==> src/rtl/comp_pipe_pkg.sv <==
// Shared compare-code, signedness and decision-state encodings for the pipelined comparator.
package comp_pipe_pkg;

  localparam logic [1:0] COMP_EQ = 2'b00;
  localparam logic [1:0] COMP_LE = 2'b01;
  localparam logic [1:0] COMP_GE = 2'b10;

  localparam logic UNSIGNED = 1'b1;
  localparam logic SIGNED   = 1'b0;

  typedef enum logic [1:0] {
    UNDECIDED = 2'b00,
    LESS      = 2'b01,
    GREATER   = 2'b10
  } dec_t;

endpackage

==> src/rtl/comp_slice.sv <==
// One slice of the MSB-first compare: resolves an undecided state from a SLICE-bit pair.
module comp_slice
  import comp_pipe_pkg::*;
#(
  parameter int SLICE = 8
) (
  input  logic [SLICE-1:0] a,
  input  logic [SLICE-1:0] b,
  input  dec_t             dec_in,
  output dec_t             dec_out
);

  always_comb begin
    dec_out = dec_in;
    if (dec_in == UNDECIDED) begin
      if (a < b)      dec_out = LESS;
      else if (a > b) dec_out = GREATER;
    end
  end

endmodule

==> src/rtl/comp_pipe.sv <==
// Pipelined signed/unsigned magnitude comparator, one SLICE per stage, whole-pipe stall.
// Optional min/max select output enabled by defining COMP_MINMAX_EN.
module comp_pipe
  import comp_pipe_pkg::*;
#(
  parameter int WIDTH = 32,
  parameter int SLICE = 8,
  parameter int TAG_W = 4
) (
  input  logic             clk,
  input  logic             rst_n,
  input  logic             in_valid,
  output logic             in_ready,
  input  logic [WIDTH-1:0] a,
  input  logic [WIDTH-1:0] b,
  input  logic             is_unsigned,
  input  logic [TAG_W-1:0] in_tag,
`ifdef COMP_MINMAX_EN
  input  logic             min_sel,
  output logic [WIDTH-1:0] sel,
`endif
  output logic             out_valid,
  input  logic             out_ready,
  output logic [1:0]       cmp,
  output logic [TAG_W-1:0] out_tag
);

  localparam int STAGES = WIDTH / SLICE;
  localparam int LAST   = STAGES - 1;
  localparam logic [SLICE-1:0] SIGN_BIT = SLICE'(1) << (SLICE - 1);

  function automatic logic [1:0] dec_to_cmp(input dec_t d);
    case (d)
      LESS:    return COMP_LE;
      GREATER: return COMP_GE;
      default: return COMP_EQ;
    endcase
  endfunction

  logic             advance;
  logic [SLICE-1:0] top_a, top_b;
  logic             vld_p [STAGES];
  dec_t             dec_p [STAGES];
  logic [TAG_W-1:0] tag_p [STAGES];

  assign advance  = !out_valid || out_ready;
  assign in_ready = advance;

  // Only the top slice carries the sign bit; flipping it maps two's-complement onto unsigned order.
  assign top_a = a[WIDTH-1 -: SLICE] ^ ((is_unsigned == SIGNED) ? SIGN_BIT : '0);
  assign top_b = b[WIDTH-1 -: SLICE] ^ ((is_unsigned == SIGNED) ? SIGN_BIT : '0);

  for (genvar k = 0; k < STAGES; k++) begin : st
`ifndef COMP_MINMAX_EN
    localparam int REM = WIDTH - (k + 1) * SLICE;
`endif
    logic [SLICE-1:0] sa, sb;
    dec_t             dec_in, dec_out;
    logic             vld_in;
    logic [TAG_W-1:0] tag_in;
`ifdef COMP_MINMAX_EN
    logic [WIDTH-1:0] a_in, b_in, a_r, b_r;
    logic             msel_in, msel_r;
`endif

    if (k == 0) begin : src
      assign sa     = top_a;
      assign sb     = top_b;
      assign dec_in = UNDECIDED;
      assign vld_in = in_valid;
      assign tag_in = in_tag;
`ifdef COMP_MINMAX_EN
      assign a_in    = a;
      assign b_in    = b;
      assign msel_in = min_sel;
`endif
    end else begin : src
`ifdef COMP_MINMAX_EN
      assign sa      = st[k-1].a_r[WIDTH-1-k*SLICE -: SLICE];
      assign sb      = st[k-1].b_r[WIDTH-1-k*SLICE -: SLICE];
      assign a_in    = st[k-1].a_r;
      assign b_in    = st[k-1].b_r;
      assign msel_in = st[k-1].msel_r;
`else
      assign sa = st[k-1].hold.a_r[REM+SLICE-1 -: SLICE];
      assign sb = st[k-1].hold.b_r[REM+SLICE-1 -: SLICE];
`endif
      assign dec_in = dec_p[k-1];
      assign vld_in = vld_p[k-1];
      assign tag_in = tag_p[k-1];
    end

    comp_slice #(.SLICE(SLICE)) u_slice (
      .a      (sa),
      .b      (sb),
      .dec_in (dec_in),
      .dec_out(dec_out)
    );

    // Stage k boundary: control, decision and tag
    always_ff @(posedge clk or negedge rst_n) begin
      if (!rst_n) begin
        vld_p[k] <= 1'b0;
        dec_p[k] <= UNDECIDED;
        tag_p[k] <= '0;
      end else if (advance) begin
        vld_p[k] <= vld_in;
        dec_p[k] <= dec_out;
        tag_p[k] <= tag_in;
      end
    end

`ifdef COMP_MINMAX_EN
    // Raw operands ride the whole pipe so sel can return them; cleared so sel reads 0 in reset.
    always_ff @(posedge clk or negedge rst_n) begin
      if (!rst_n) begin
        a_r    <= '0;
        b_r    <= '0;
        msel_r <= 1'b0;
      end else if (advance) begin
        a_r    <= a_in;
        b_r    <= b_in;
        msel_r <= msel_in;
      end
    end
`else
    // Only slices still to be compared are carried forward.
    if (REM > 0) begin : hold
      logic [REM-1:0] a_r, b_r;
      if (k == 0) begin : ld
        always_ff @(posedge clk) begin
          if (advance) begin
            a_r <= a[REM-1:0];
            b_r <= b[REM-1:0];
          end
        end
      end else begin : ld
        always_ff @(posedge clk) begin
          if (advance) begin
            a_r <= st[k-1].hold.a_r[REM-1:0];
            b_r <= st[k-1].hold.b_r[REM-1:0];
          end
        end
      end
    end
`endif
  end

  assign out_valid = vld_p[LAST];
  assign out_tag   = tag_p[LAST];
  assign cmp       = dec_to_cmp(dec_p[LAST]);

`ifdef COMP_MINMAX_EN
  always_comb begin
    sel = st[LAST].a_r;
    if (st[LAST].msel_r) begin
      if (dec_p[LAST] == GREATER) sel = st[LAST].b_r;
    end else begin
      if (dec_p[LAST] == LESS) sel = st[LAST].b_r;
    end
  end
`endif

endmodule

==> config.mk <==
export PLATFORM = sky130hd
export DESIGN_NAME = comp_pipe
export DESIGN_NICKNAME = d
export VERILOG_FILES = /design/src/rtl/comp_pipe_pkg.sv /design/src/rtl/comp_slice.sv /design/src/rtl/comp_pipe.sv
export SDC_FILE = /design/constraint.sdc
export NUM_CORES = 1
export LEC_CHECK = 0
export CORE_MARGIN = 4
export CORE_UTILIZATION = 51
export CTS_BUF_LIST = sky130_fd_sc_hd__clkbuf_4 sky130_fd_sc_hd__clkbuf_8
export DETAILED_ROUTE_END_ITERATION = 8
export GPL_ROUTABILITY_DRIVEN = 0
export PLACE_DENSITY = 0.8
export SLEW_MARGIN = 20
export SYNTH_ARGS = -nofsm -noshare
export SYNTH_HDL_FRONTEND = slang
export SYNTH_HIERARCHICAL = 1
export SYNTH_SLANG_ARGS = --single-unit
export TNS_END_PERCENT = 100
==> constraint.sdc <==
create_clock -name clk -period 2.02 [get_ports clk]
set_input_delay 0.303 -clock clk [delete_from_list [all_inputs] [get_ports clk]]
set_output_delay 0.303 -clock clk [all_outputs]
set_load 0.005 [all_outputs]
-- Word-level counts from Yosys, hierarchy flattened
Cells that the tools add are included.
- output and inout bits: 8
- word-level logic and storage cells: 48
- input port bits: 73
- register bits: 124
- muxes and demuxes: 13
- $lt $le $gt $ge: 8
- equal/unequal tests: 2
- bitwise logic cells: 2
- reduce and logical (&&, ||, !) cells: 5
- operator list (operator ; count):
    8-bit greater-than comparator ; 4
    8-bit < comparator ; 4
    2-bit 2-to-1 mux ; 11
    8-bit XOR ; 2
    8-bit 2-to-1 mux ; 1
    2-bit logical NOT ; 3
    2-bit one-hot mux with 2 select lines ; 1
    2-bit by 1-bit == test with 1-bit output, second input constant ; 1
    2-bit == test, second input constant ; 1
    1-bit logical NOT ; 1
    1-bit logical OR ; 1

-- Longest topological paths before layout
Gate-level depths: netlist of the first run.
- depth after elaboration: 5
- mapped depth: 8
- depth with buffers taken out: 8

-- Hierarchy
The synthesis of the first run kept the hierarchy.
- modules (own cells, without submodules) (module ; times used ; area each (um^2) ; seq. area each (um^2) ; cells an instance):
    comp_pipe ; 1 ; 3998.8 ; 3583.4 ; 161
    comp_slice ; 4 ; 232.7 ; 0.0 ; 30

-- Worst setup path after synthesis of the first run
No wires, ideal clock.
- path type: register -> register
- from: register vld_p, in the netlist out_valid
- to: register tag_p, in the netlist st[1].tag_in[0]
- slack: 0.354 ns
- path buffers: 2
- stages on the path, launching flop included: 5
- library setup time: 0.125 ns
- data arrival time: 1.541 ns
- clock period less this slack: 1.666 ns
- cell sequence: dfrtp_1 > nand2b_4 > buf_6 > buf_6 > mux2_4
- cells in the longest elaborated chain, start to end: 2
- ends and longest elaborated chain (item ; line ; text):
    start: declaration ; comp_pipe.sv:42 ; logic vld_p [STAGES];
    start signal: indexed assignment ; comp_pipe.sv:107 ; vld_p[k] <= vld_in;
    1-bit logical NOT ; comp_pipe.sv:46 ; assign advance = !out_valid || out_ready;
    1-bit logical OR ; comp_pipe.sv:46 ;
    via in_ready ; comp_pipe.sv:13 ; output logic in_ready,
    end signal: indexed assignment ; comp_pipe.sv:109 ; tag_p[k] <= tag_in;
    end: declaration ; comp_pipe.sv:44 ; logic [TAG_W-1:0] tag_p [STAGES];
The timed path passes the listed nets, and every way through them passes these cells.
A chain may end at the register's enable or synchronous reset.

-- Worst setup path in the final report of the first run
- from: input is_unsigned
- to: register dec_p, in the netlist st[1].dec_in[1]
- cells in the longest elaborated chain, start to end: 5
- elaborated cells on any way between the ends: 7
- those cells by class: 2 x order compare; 3 x mux; 2 x bitwise
- ends and longest elaborated chain (item ; line ; text):
    start: declaration ; comp_pipe.sv:16 ; input logic is_unsigned,
    8-bit 2-to-1 mux * ; comp_pipe.sv:51 ; assign top_b = b[WIDTH-1 -: SLICE] ^ ((is_unsigned == SIGNED) ? SIGN_BIT : '0);
    8-bit XOR * ; comp_pipe.sv:51 ;
    via st[0].sb[7] ; comp_pipe.sv:57 ; logic [SLICE-1:0] sa, sb;
    8-bit greater-than comparator ; comp_slice.sv:17 ; else if (a > b) dec_out = GREATER;
    2-bit 2-to-1 mux ; comp_slice.sv:17 ;
    2-bit 2-to-1 mux * ; comp_slice.sv:16 ; if (a < b) dec_out = LESS;
    via st[0].dec_out[1] ; comp_pipe.sv:58 ; dec_t dec_in, dec_out;
    end signal: indexed assignment ; comp_pipe.sv:108 ; dec_p[k] <= dec_out;
    end: declaration ; comp_pipe.sv:43 ; dec_t dec_p [STAGES];
Mark *: on every way through the listed nets, which the timed path passes. The rest lies on a longest branch.

==> impl_metrics.toml, run 1 <==
[cts]
clk_latency_ns = 0.42
clockRootBuffer = "clkbuf_8"
numCtsBuffers = 17
holdBufCountCts = 0
clk_path_buf_depth = 2
ctsResizeCount = 0
clkTransAtPathRegs_ns = 0.08
cts_sinks = 124
cts_tree = "done"
cts_max_level = 4
post_cts_buffers = 0

[setup_path]
cp_slowest_stage_delay_ns = 0.51
worstSetupPathType = "input port to flip-flop"
cp-end-kind = "flip-flop"
crit_chain = "clkdlybuf4s50_1 > xnor2_1 > inv_1 > ha_1 > a211oi_2 > o21ai_1 > o22a_1 > mux2_2"
critPathTopFamily = "buffers and inverters"
path_buf_inv = 2
arrival_ns = 2.11
critPathRequiredTime_ns = 2.32
start_kind = "input port"
cp_max_fo = 3
slowest_stage = "clkdlybuf4s50_1"

[global_routing]
grt_pass1_vias = 2561
antenna_found_initial = 0
grt.total_usage_pct = 13.0
grt_overflow = 0
grt_start_max_net_pins = 67
grt_pass1_wl_um = 11200

[final_layout]
regArea_mm2 = 0.00358
finalNonFillerCells = 527
nFillCells = 643
final_layout_size_suffix_gt1_share_pct = 20.4
finish.utilization_pct = 67.8
multi_input_area_mm2 = 0.00121
antennaDiodeCount = 0
final_net_count = 490
fin_area_mm2 = 0.00633
area_growth_pct = 28.3

[power_and_ir_drop]
powerDensity_mw_per_mm2 = 1210
leakagePower_nw = 2.53
ir_drop_mv = 0.805
power_mw = 7.63

[drt]
drt-wirelength-per-cell_um = 12.7
highest_layer = "met4"
first_iter_violations = 66
drtPass1Iterations = 2
wl_met3_um = 428
met1Wirelength_um = 2830
wl_met2_um = 3380
drtAntennaViolNets = 0
avgViaCountPerCell = 4.72
wl_um = 6720
vias = 2485
drc = 0

[synthesis]
synth.avg_cell_area_um2 = 17.5
ys_types = 24
yosys.area.top_type = "edfxtp_1"
ys_top_cells_by_count = "edfxtp_1 (96), ha_1 (32), inv_1 (32)"
synth_ff_type = "edfxtp_1"
ys_ff_latch = 124
synth_cells = 281
synth.top_cell.area_share_pct = 58.5
synth.most_common_cell = "edfxtp_1"
syn_area_mm2 = 0.00493
synth_area_leaders = "edfxtp_1 (58%), dfrtp_1 (14%), ha_1 (8.1%), mux2_2 (4.3%), inv_1 (2.4%)"
yosysSeqAreaShare_pct = 72.7
ys_warn_count = 6
synthArstFlopShare_pct = 22.6
synth_edf_count = 96

[placement]
placed_area_mm2 = 0.00594
post-dp-hpwl_um = 4620
place_ws_ns = -0.224
dp_cells = 495
port_buffers = 80

[sta]
whs_ns = 0.259
slew_viol_final = 0
fmax_mhz = 552
period_needed_ns = 1.81
fin_ws_ns = 0.207
fin_tns_setup_ns = 0
rsz0062_at_grt = "no"
setup_viol = 0
hold_viol_final = 0
skew_ns = 0.0124
fin_crit_sh_pct = 89.8

[die]
die_w_um = 106
fp.coreArea_mm2 = 0.00933
io_pins = 81
die_area_mm2 = 0.0113
initial_utilization_pct = 52.9
die_h_um = 106
rows = 35

[worst_hold_path]
hp-class = "input port to asynchronous set/reset pin"

[run]
maxCapViolCount = 0

[outcome]
status = "completed"
sequential cells by signal (all words and copies together), names as in the netlist:
name,flops
st.hold.a_r,48
st.hold.b_r,48
st.tag_in,12
st.dec_in,6
out_tag,4
st.vld_in,3
dec_p,2
out_valid,1
layer usage:
metal / GRT usage, % / vias to the layer above
li1: - / 1244
met4: 5.83 / 0
met3: 4.80 / 6
met2: 21.1 / 69
met1: 15.6 / 1166
met5: 0 / -
placed cells by master, fill, tap and decap left out:
cell / count
bufinv_16: 1
edfxtp_1: 96
nand2b_4: 1
inv_1: 32
clkinvlp_4: 5
conb_1: 4
clkbuf_8: 17
inv_8: 3
mux2_4: 8
a211oi_2: 4
nor2b_1: 2
dfrtp_1: 28
o22a_1: 4
nand2_1: 4
mux2_2: 19
buf_12: 2
xnor2_1: 2
a21oi_1: 8
nand4_1: 8
nor2b_4: 4
buf_4: 3
nand2b_1: 1
nor2_1: 8
clkdlybuf4s50_1: 80
o21ai_1: 4
o21bai_1: 4
a21oi_2: 4
ha_1: 32
o211ai_2: 4
inv_6: 6
logic make-up after synthesis:
kind of cell	Yosys count	share of synthesized area (%)
flip-flops	124	72.7
buffers and inverters	35	2.99
adder cells (fa/ha/maj)	32	8.12
AO/OA/AOI/OAI	32	5.28
AND/OR/NAND/NOR	28	3.71
multiplexers	27	6.78
XOR/XNOR	2	0.355
other	1	0.0761
layout make-up:
cell class              count  area share (%)
clock buffers              17            3.70
well taps                 129            2.55
repair buffers             85            13.6
clock inverters            15            2.43
inverters                  32            1.90
multi-input cells         125            19.1
flip-flops and latches    124            56.6
final timing paths:
| path | from | end | slack, ns | depth (start not counted) |
|---|---|---|---|---|
| hold / removal | rst_n | st[1].tag_in[2] | 0.26 | 2 |
| hold reg to reg | st[1].hold.a_r[0] | st[2].hold.a_r[0] | 0.42 | 0 |
| setup / recovery | is_unsigned | st[1].dec_in[1] | 0.21 | 8 |
| max in group asynchronous | rst_n | st[2].dec_in[0] | 1.49 | 2 |
| setup reg to reg | st[2].hold.a_r[7] | dec_p[1] | 0.39 | 5 |
| min in group clk | st[1].hold.a_r[0] | st[2].hold.a_r[0] | 0.42 | 0 |
report_power, final:
part | switching [mW] | internal [mW]
sequential | 0.262 | 3.60
clock | 1.07 | 1.02
combinational | 0.742 | 0.940
total | 2.07 | 5.56
(Power assumes the default switching activity.)
==> run 2, diff against run 1 <==
--- a/config.mk
+++ b/config.mk
@@ -17,3 +17,2 @@
 export SYNTH_HIERARCHICAL = 1
 export SYNTH_SLANG_ARGS = --single-unit
-export TNS_END_PERCENT = 100
==> constraint.sdc (replaced) <==
create_clock -name clk -period 2.02 [get_ports clk]
set_input_delay 0.303 -clock clk [delete_from_list [all_inputs] [get_ports clk]]
set_output_delay 0.303 -clock clk [all_outputs]
set_load 0.1 [all_outputs]
==> run 2 against run 1 <==
Effect of this change: die area stayed put; hold slack worse by 0.0032 ns; register-to-register slack is essentially flat; critical endpoint unchanged; largest cell class unchanged; largest power group unchanged.
==> impl_metrics.toml, run 2 (same netlist as run 1, synthesis figures left out) <==
[outcome]
status = "completed"

[setup_path]
worstSetupPathType = "input port to flip-flop"
cp_max_fo = 3
path_buf_inv = 2
slowest_stage = "clkdlybuf4s50_1"
r2r-start = "st[2].hold.a_r[1]"
cp-end-kind = "flip-flop"
path_depth = 8
cp_slowest_stage_delay_ns = 0.51
arrival_ns = 2.11
r2r-end = "dec_p[1]"
start_kind = "input port"
critPathTopFamily = "buffers and inverters"
critPathRequiredTime_ns = 2.32
rr_worst_depth = 6
rrSetupSlack_ns = 0.38
crit_chain = "clkdlybuf4s50_1 > xnor2_1 > inv_1 > ha_1 > a211oi_2 > o21ai_1 > o22a_1 > mux2_2"

[placement]
port_buffers = 80
post-dp-hpwl_um = 4950
place_ws_ns = -0.234
dp_cells = 496

[sta]
slew_viol_final = 0
period_needed_ns = 1.81
fin_crit_sh_pct = 89.8
hold_viol_final = 0
rsz0062_at_grt = "no"
fmax_mhz = 551
setup_viol = 0
skew_ns = 0.0111
whs_ns = 0.256
fin_ws_ns = 0.206

[cts]
clkTransAtPathRegs_ns = 0.08
holdBufCountCts = 0
clk_path_buf_depth = 2
cts_sinks = 124
post_cts_buffers = 0
cts_max_level = 4
numCtsBuffers = 17
ctsResizeCount = 0
clk_latency_ns = 0.42
cts_tree = "done"
clockRootBuffer = "clkbuf_8"

[die]
fp.coreArea_mm2 = 0.00933
die_h_um = 106
die_area_mm2 = 0.0113
die_w_um = 106
rows = 35
initial_utilization_pct = 52.9
io_pins = 81

[drt]
drtPass1Iterations = 4
wl_um = 6980
drtAntennaViolNets = 0
first_iter_violations = 83
vias = 2504
avgViaCountPerCell = 4.74
drt-wirelength-per-cell_um = 13.2
drc = 0

[power_and_ir_drop]
leakagePower_nw = 2.58
powerDensity_mw_per_mm2 = 1310
ir_drop_mv = 0.857

[final_layout]
area_growth_pct = 29.3
antennaDiodeCount = 0
nFillCells = 674
final_net_count = 491
final_layout_size_suffix_gt1_share_pct = 22.8
final_common_cell = "edfxtp_1"
final_cell_mix = "edfxtp_1 (96), clkdlybuf4s50_1 (72), inv_1 (32), ha_1 (32), dfrtp_1 (27)"
finalNonFillerCells = 528

[worst_hold_path]
hp-class = "input port to asynchronous set/reset pin"

[global_routing]
grt_start_max_net_pins = 45
grt_overflow = 0
antenna_found_initial = 0
grt.total_usage_pct = 13.5
grt_pass1_vias = 2671
grt_pass1_wl_um = 11800

[run]
maxCapViolCount = 0
-- run 2: per-layer routing --
layer  share of wire (%)  global-route usage (%)  routed length [um]
met1                  41                    15.3                2860
met2                  51                    22.9                3570
met3                 5.8                    4.61                 408
met4                 1.9                    6.38                 132
met5                   0                       0                   0
-- run 2: report_power, final --
part           total, mW  switching, mW  internal (mW)
registers           3.87          0.266           3.60
clock network       2.18           1.04           1.14
logic               2.27           1.31          0.959
-- run 2: final cells by class --
type | instances | area, um2 | share of cell area [%]
clock inverter | 15 | 175 | 2.75
inverter | 32 | 120 | 1.88
multi-input combinational | 125 | 1210 | 19.0
sequential | 124 | 3580 | 56.2
tap | 129 | 161 | 2.53
clock buffer | 17 | 234 | 3.67
timing repair buffer | 86 | 888 | 13.9
-- run 2: worst max path at each step --
stage	slack, ns	from	endpoint
2_1_floorplan	0.008	dec_p[1]	cmp[0]
3_3_place_gp	-0.17	is_unsigned	st[1].dec_in[1]
3_5_place_dp	-0.23	is_unsigned	st[1].dec_in[1]
4_1_cts	0.22	is_unsigned	st[1].dec_in[1]
5_1_grt	0.13	is_unsigned	st[1].dec_in[1]
6_report	0.21	is_unsigned	st[1].dec_in[1]
-- run 2: through the flow --
stage          utilization (%)  TNS (ns)  instance area [um2]  power [mW]
2_1_floorplan                -         0                 4950        5.56
3_3_place_gp              63.9    -0.291                 5960        6.14
3_5_place_dp              63.9    -0.425                 5960        6.23
4_1_cts                   68.3         0                 6370        8.45
5_1_grt                   68.3         0                 6370        8.82
6_report                  68.3         0                 6370        8.32
==> RTL change (flow settings as in run 2) <==
The option `COMP_MINMAX_EN` is turned on by a define.
--- a/src/rtl/comp_pipe.sv
+++ b/src/rtl/comp_pipe.sv
@@ -1,5 +1,7 @@
 // Pipelined signed/unsigned magnitude comparator, one SLICE per stage, whole-pipe stall.
 // Optional min/max select output enabled by defining COMP_MINMAX_EN.
+`define COMP_MINMAX_EN
+
 module comp_pipe
   import comp_pipe_pkg::*;
 #(
Interface: changed (added min_sel and sel); port bits go from 81 to 114. The function was not compared with the original's and may differ.
==> RTL change against run 2 <==
The run now ends with setup timing left; synthesized area increased to 2.8 times the old value; routed wire length increased to 4.1 times the old value; largest cell class unchanged; sequential cell count increased by 164; setup slack got worse by 0.58 ns; cell area increased to 2.8 times the old value; critical endpoint is now sel[20]; count of clock-buffer cells in the layout increased by 62; critical path depth decreased by 3.
Power is left out: the tool's default activity adds up to more than one toggle a clock period on the data nets, which glitch-free logic cannot reach.
==> RTL change: results (changes against run 2) <==
* Status: finished with violations
* Violated checks: setup timing
* Number of buffers created by CTS at 49 (+32)
* Share of the synthesized netlist area taken by xor and xnor gates at 0.127% (-0.23 points)
* Count of non-CTS buffers in the layout at 180 (+110%)
* Total Negative Setup Slacks at -11.02 ns (-11.02 ns)
* Worst setup path startpoint: st[3].msel_r$_DFFE_PN0P_
* Maximum clock skew at final layout at 0.0183 ns (+0.00717 ns)
* Clock tree cell share of total cell area at 5.95% (-0.47 points)
* Share of synthesized area occupied by flip-flops and latches at 52.4% (-20 points)
* Final-report setup violation count at 32 (+32)
* Post-cts repair resize count at 56 (+56)
* Sinks on Clock Net at 288 (+130%)
* Kind of cell adding the most delay to the critical path: flip-flops
* Non-clock buffering overhead at 13.3% (-0.65 points)
* Post-layout net count at 1205 (+150%)
* Wire length of the first global-routing pass at 46400 um (+290%)
* Top cells by area, synth: sky130_fd_sc_hd__dfrtp_1, sky130_fd_sc_hd__mux2_4, sky130_fd_sc_hd__mux2_2, sky130_fd_sc_hd__ha_1, sky130_fd_sc_hd__buf_6
* Met1 demand-to-capacity share in global routing at 25.2% (+9.9 points)
* Worst-case setup margin in the final layout at -0.376 ns (-0.583 ns)
* Most instantiated cells after synthesis: sky130_fd_sc_hd__dfrtp_1, sky130_fd_sc_hd__mux2_4, sky130_fd_sc_hd__mux2_2, sky130_fd_sc_hd__inv_1
* CTS H-tree lvls at 2 (-2)
* Global-route track usage on met3 at 4.02% (-0.59 points)
* Area taken by flip-flops and latches at 0.00721 mm^2 (+100%)
* Half-perimeter wire length after detailed placement at 19000 um (+280%)
* Number of clock buffers in the layout at 79 (+62)
## RTL change: cell families after synthesis
kind of cell    Yosys count
simple gates             94
buf+inv                  96
xor+xnor                  2
mux                     287
compound gates          128
fa+ha+maj                32
flops                   288
other cells               1
## RTL change: worst max-delay path by stage
stage	to	depth (start not counted)
after global routing	sel[30]	5
after CTS	sel[20]	5
after detailed placement	st[1].dec_in[1]$_DFFE_PN0P_	8
after global placement	st[1].dec_in[1]$_DFFE_PN0P_	8
after floorplan	sel[21]	4
final	sel[20]	5
## RTL change: stage by stage
stage	cells	hold WS, ns	util [%]	cell area [um^2]	setup WS (ns)
2_1_floorplan	931	0.00741	-	14400	-0.116
3_3_place_gp	1373	0.266	62.8	16500	-0.197
3_5_place_dp	1373	0.261	62.8	16500	-0.228
4_1_cts	1469	0.236	68.1	17900	-0.452
5_1_grt	1471	0.251	68.7	18000	-0.474
6_report	1471	0.245	68.7	18000	-0.376
